## src/rtl/mux_pkg.sv

```systemverilog
// Shared definitions for the registered N:1 word mux: mode encodings and
// the select-width helper used to size column ports.
package mux_pkg;

    localparam logic MODE_FIXED = 1'b0;
    localparam logic MODE_SCAN  = 1'b1;

    // Smallest w with 2**w >= n (clog2), usable in parameter defaults.
    function automatic int sel_width(input int n);
        int w;
        w = 0;
        for (int i = 0; i < 31; i++) begin
            if ((1 << i) < n) w = i + 1;
        end
        return w;
    endfunction

endpackage

```

## src/rtl/mux_n_core.sv

```systemverilog
// Combinational NUM_IN:1 select of WIDTH-bit words. Selects at or above
// NUM_IN return a zero word with range_err set.
module mux_n_core
    import mux_pkg::*;
#(
    parameter int WIDTH  = 32,
    parameter int NUM_IN = 16,
    parameter int SEL_W  = sel_width(NUM_IN)
) (
    input  logic [NUM_IN*WIDTH-1:0] in_data,
    input  logic [SEL_W-1:0]        sel,
    output logic [WIDTH-1:0]        word,
    output logic                    range_err
);

    always_comb begin
        word      = '0;
        range_err = 1'b1;
        for (int i = 0; i < NUM_IN; i++) begin
            if (sel == SEL_W'(i)) begin
                word      = in_data[i*WIDTH +: WIDTH];
                range_err = 1'b0;
            end
        end
    end

endmodule

```

## src/rtl/mux_n_reg.sv

```systemverilog
// Registered N:1 word mux with a single-entry valid/ready output stage and
// an auto-scan column counter that advances once per accepted transfer.
module mux_n_reg
    import mux_pkg::*;
#(
    parameter int WIDTH  = 32,
    parameter int NUM_IN = 16,
    parameter int SEL_W  = sel_width(NUM_IN)
) (
    input  logic                    clk,
    input  logic                    rst_n,
    input  logic [NUM_IN*WIDTH-1:0] in_data,
    input  logic [SEL_W-1:0]        column,
    input  logic                    mode,
    input  logic                    scan_restart,
    input  logic                    in_valid,
    output logic                    in_ready,
    output logic [WIDTH-1:0]        out_data,
    output logic [SEL_W-1:0]        out_col,
    output logic                    sel_err,
    output logic                    out_valid,
    input  logic                    out_ready
);

    localparam logic [SEL_W-1:0] LAST_COL = SEL_W'(NUM_IN - 1);

    logic [SEL_W-1:0] scan_cnt;
    logic [SEL_W-1:0] eff_col;
    logic [WIDTH-1:0] sel_word;
    logic             sel_range_err;
    logic             accept;

    // Ready passes straight through while the held word drains.
    assign in_ready = !out_valid || out_ready;
    assign accept   = in_valid && in_ready;
    assign eff_col  = (mode == MODE_SCAN) ? scan_cnt : column;

    mux_n_core #(
        .WIDTH  (WIDTH),
        .NUM_IN (NUM_IN),
        .SEL_W  (SEL_W)
    ) u_core (
        .in_data   (in_data),
        .sel       (eff_col),
        .word      (sel_word),
        .range_err (sel_range_err)
    );

    // Output stage: capture on accept, otherwise drain or hold.
    always_ff @(posedge clk or negedge rst_n) begin
        if (!rst_n) begin
            out_valid <= 1'b0;
            out_data  <= '0;
            out_col   <= '0;
            sel_err   <= 1'b0;
        end else if (accept) begin
            out_valid <= 1'b1;
            out_data  <= sel_word;
            out_col   <= eff_col;
            sel_err   <= sel_range_err;
        end else if (out_valid && out_ready) begin
            out_valid <= 1'b0;
        end
    end

    // Restart wins over advance; the same-cycle capture already used the old count.
    always_ff @(posedge clk or negedge rst_n) begin
        if (!rst_n) begin
            scan_cnt <= '0;
        end else if (scan_restart) begin
            scan_cnt <= '0;
        end else if (accept && (mode == MODE_SCAN)) begin
            scan_cnt <= (scan_cnt == LAST_COL) ? '0 : scan_cnt + 1'b1;
        end
    end

endmodule

```

## config.mk

```make
export PLATFORM = sky130hd
export DESIGN_NAME = mux_n_reg
export DESIGN_NICKNAME = d
export VERILOG_FILES = /design/src/rtl/mux_pkg.sv /design/src/rtl/mux_n_core.sv /design/src/rtl/mux_n_reg.sv
export SDC_FILE = /design/constraint.sdc
export NUM_CORES = 1
export LEC_CHECK = 0
export ABC_AREA = 1
export CORE_AREA = 2 2 216 218
export CTS_CLUSTER_SIZE = 28
export DETAILED_ROUTE_END_ITERATION = 7
export DIE_AREA = 0 0 218 220
export PLACE_DENSITY_LB_ADDON = 0.2
export SYNTH_ARGS = -nofsm -noshare
export SYNTH_HDL_FRONTEND = slang
export SYNTH_SLANG_ARGS = --single-unit
export TNS_END_PERCENT = 50
```

## constraint.sdc

```tcl
create_clock -name clk -period 3.9 [get_ports clk]
set_clock_uncertainty 0.1 [all_clocks]
set_input_delay 1.17 -clock clk [delete_from_list [all_inputs] [get_ports clk]]
set_output_delay 1.17 -clock clk [all_outputs]
set_load 0.02 [all_outputs]
```

==> metrics.md <==
| Metric | Value |
|---|---|
| Worst-path fanout max | `17` |
| Critical Path Start Type | `input pin` |
| Detail Placement HPWL | `38,700 um` |
| Area of the multi-input gates | `4265 um2` |
| Hold WS | `0.3804 ns` |
| Initial antenna violation count | `1` |
| Synth top area share | `30.19%` |
| Ys async rst share | `100.0%` |
| Post-synth cell types | `29` |
| Top cell type by total area after synthesis | `nand2_1` |
| Xor/xnor share of the synthesized area | `0.1465%` |
| Mapped Nets | `1,685` |
| CP arrival | `3.81 ns` |
| Fin cells | `2,345` |
| Sequential area share after synthesis | `17.58%` |
| Site Rows | `79` |
| Final core occ | `28.12%` |
| Die H | `220 um` |
| Slew margin rel. | `27.83%` |
| I/O pin cnt | `561` |
| Area after DPL | `12,710 um2` |
| CP top delay family | `simple AND/OR/NAND/NOR gates` |
| Slack of the critical path | `0.1806 ns` |
| Max-slew violation count | `0` |
| Fin Setup TNS | `0 ns` |
| Critical path's slowest cell | `clkdlybuf4s50_1` |
| Iteration count of the initial detailed-routing pass | `5` |
| Final Setup Violations | `0` |
| Drt first-iter violations | `572` |
| Actual slew at the worst max-slew pin | `1.081 ns` |
| Largest net degree at the start of global routing | `51` |
| R2r setup slk | `1.10 ns` |
| Ys Warns | `0` |
| Overflow after GRT | `0` |
| Final instance area | `12,900 um2` |
| Hold path cells | `2` |
| CP endpoint kind | `register` |
| Clock Pin Slew Worst Setup and Hold Paths | `0.07 ns` |
| Routability cong. | `0.8873` |
| Final hold vios | `0` |
| Drt drc | `0` |
| Worst EP required | `3.99 ns` |
| Vias | `9,508` |
| Vias in the first global route | `9,554` |
| Simple-gate area share of the yosys netlist | `64.85%` |
| Layout cell share with drive strength beyond 1 | `6.736%` |
| Main area contributors after synthesis | `nand2_1 30%, dfrtp_1 18%, nor2_1 13%` |
| Power per cell area | `200.8 nW/um2` |
| Final period util | `95.37%` |
| Status | `completed` |
| Hold Crit Class | `register to register` |
| Core Region | `45,860 um2` |
| Most common cell in the netlist | `nand2_1` |
| Multiplexer share of the synthesized area | `0%` |
| Deepest clock path buffer count | `2` |
| DR WL/cell | `19.63 um` |
| Final #Nets | `2,259` |
| Worst vdd ir | `0.0001469 V` |
| Max frequency | `268.9 MHz` |
| FILL cells | `5,183` |
| Clock Latency Late Sink | `0.30 ns` |
| TritonCTS clock tree | `yes` |
| Tot Pwr | `2.590 mW` |
| Adder-cell share of the synthesized area | `0.2092%` |
| # port buffers | `560` |
| Synth cell count leaders | `481 x nand2_1, 203 x nor2_1, 101 x inv_1` |
| Synth Area per Inst | `5.146 um2` |
| Flops & latches, synth | `42` |
| Worst path buffer plus inverter count | `3` |
| Hold_sp | `out_data[25]` |
| Compound-gate portion of the synthesized area | `5.650%` |
| Reg2reg start | `scan_cnt[0]` |
| Most used cell, CP | `nand2_1` |
| H-Tree Depth | `2` |
| Cell count after placement | `2,334` |
| Pleak | `5.534 nW` |
| Critical path cell sequence | `clkdlybuf4s50_1, inv_1, nand2_1, nand2_2, nand2_4, nor2_4, buf_4, nand2_1, nand3_1, nor2_1, nand4_1, nor2_2, nand4_1, nor2_1, nand4_1, nand2_1, nand2_1` |
| DP Worst Slack | `-0.2622 ns` |
| FF-to-FF path depth | `13` |
| Post-route minimum period | `3.719 ns` |
| Cell count after synthesis | `1,162` |
| Unrepaired setup endpoints after global routing | `false` |
| TritonCTS Buffers | `5` |
| Top_reg_cell synth | `dfrtp_1` |
| CP peak stage delay | `0.55 ns` |
| Die area | `47,960 um2` |
| Mapped Area | `5979 um2` |
| Critical path type | `input pin to register` |
| Worst hold endpoint | `out_data[25]` |
| Die Width | `218 um` |
| Overall Global Routing Usage | `17.89%` |
| Area growth syn-to-layout | `115.7%` |
| Post-synth EDFFs | `0` |
| Largest family of logic cells by synthesized area | `simple AND/OR/NAND/NOR gates` |
| Initial Util | `13.04%` |
| Post-route ant nets | `0` |
| Reg2Reg Capture Point | `out_data[2]` |
| Drt total wl | `46,040 um` |
| Max_cap viols | `0` |
| FF/Latch Area | `1051 um2` |
| Root buf cell | `clkbuf_16` |
| First-pass GRT wire length | `62,930 um` |
| Clk sink count | `42` |
| Via density | `4.055` |
cell usage in the layout (no fill, tap or decap), types with 6 or more instances in the layout:
| cell | instances |
|---|---|
| nand2_1 | 480 |
| buf_4 | 44 |
| nand3_1 | 63 |
| clkdlybuf4s50_1 | 558 |
| inv_1 | 101 |
| o21ai_0 | 7 |
| nor2_2 | 6 |
| or2_1 | 8 |
| nor2_1 | 201 |
| a21oi_1 | 54 |
| buf_12 | 15 |
| dfrtp_1 | 42 |
| or2_0 | 10 |
| nand4_1 | 84 |
| or2_2 | 9 |
| nor2_4 | 12 |
| inv_2 | 10 |
state kept, by name (all words and copies together), names as in the netlist:
register / cells
out_valid: 1
out_data: 32
out_col: 4
scan_cnt: 4
sel_err: 1
tightest hold or removal path, stage by stage, from the launching register on:
cell,delay [ns]
dfrtp_1,0.34
nand2_1,0.05
nand2_1,0.06
report_power, final:
| part | total (mW) | switching, mW | leakage [nW] | internal, mW |
|---|---|---|---|---|
| logic | 1.52 | 0.708 | 4.92 | 0.815 |
| clock network | 0.497 | 0.193 | 0.0781 | 0.304 |
| registers | 0.571 | 0.0519 | 0.535 | 0.519 |
worst max path at each step:
stage / cells after the start / to / slack [ns] / start
5_1_grt: 16 / out_data[9] / 0.03 / column[1]
3_5_place_dp: 17 / out_data[29] / -0.26 / mode
6_report: 17 / out_data[29] / 0.18 / column[1]
2_1_floorplan: 15 / out_data[1] / 1.17 / mode
3_3_place_gp: 17 / out_data[29] / -0.23 / mode
4_1_cts: 18 / out_data[29] / 0.06 / mode
layout make-up:
| type | instances | share of cell area (%) |
|---|---|---|
| diodes | 1 | 0.01940 |
| multi-input cells | 956 | 33.07 |
| repair buffers | 619 | 48.33 |
| well taps | 607 | 5.889 |
| clock buffers | 7 | 1.028 |
| inverters | 112 | 3.279 |
| clock inverters | 1 | 0.2328 |
| flip-flops and latches | 42 | 8.149 |
layer usage:
layer	GRT usage, %	part of all wire (%)
met5	0	0
met4	4.603	2.0
met3	3.244	6.7
met2	30.86	48
met1	22.86	43
cells by family (layout without fill, tap and decap cells):
logic type | after synthesis | in the layout
compound gates | 67 | 67
xor+xnor | 1 | 1
fa+ha+maj | 1 | 1
buf+inv | 165 | 739
flops | 42 | 42
other cells | 0 | 1
simple gates | 886 | 887
what timing repair did:
action | in CTS | in global routing
buffers inserted | 0 | 1
setup endpoints to repair | 0 | 21
gates resized for setup | 0 | 2
hold buffers | 0 | 0
No activity file was read; power rests on OpenSTA's default activity.
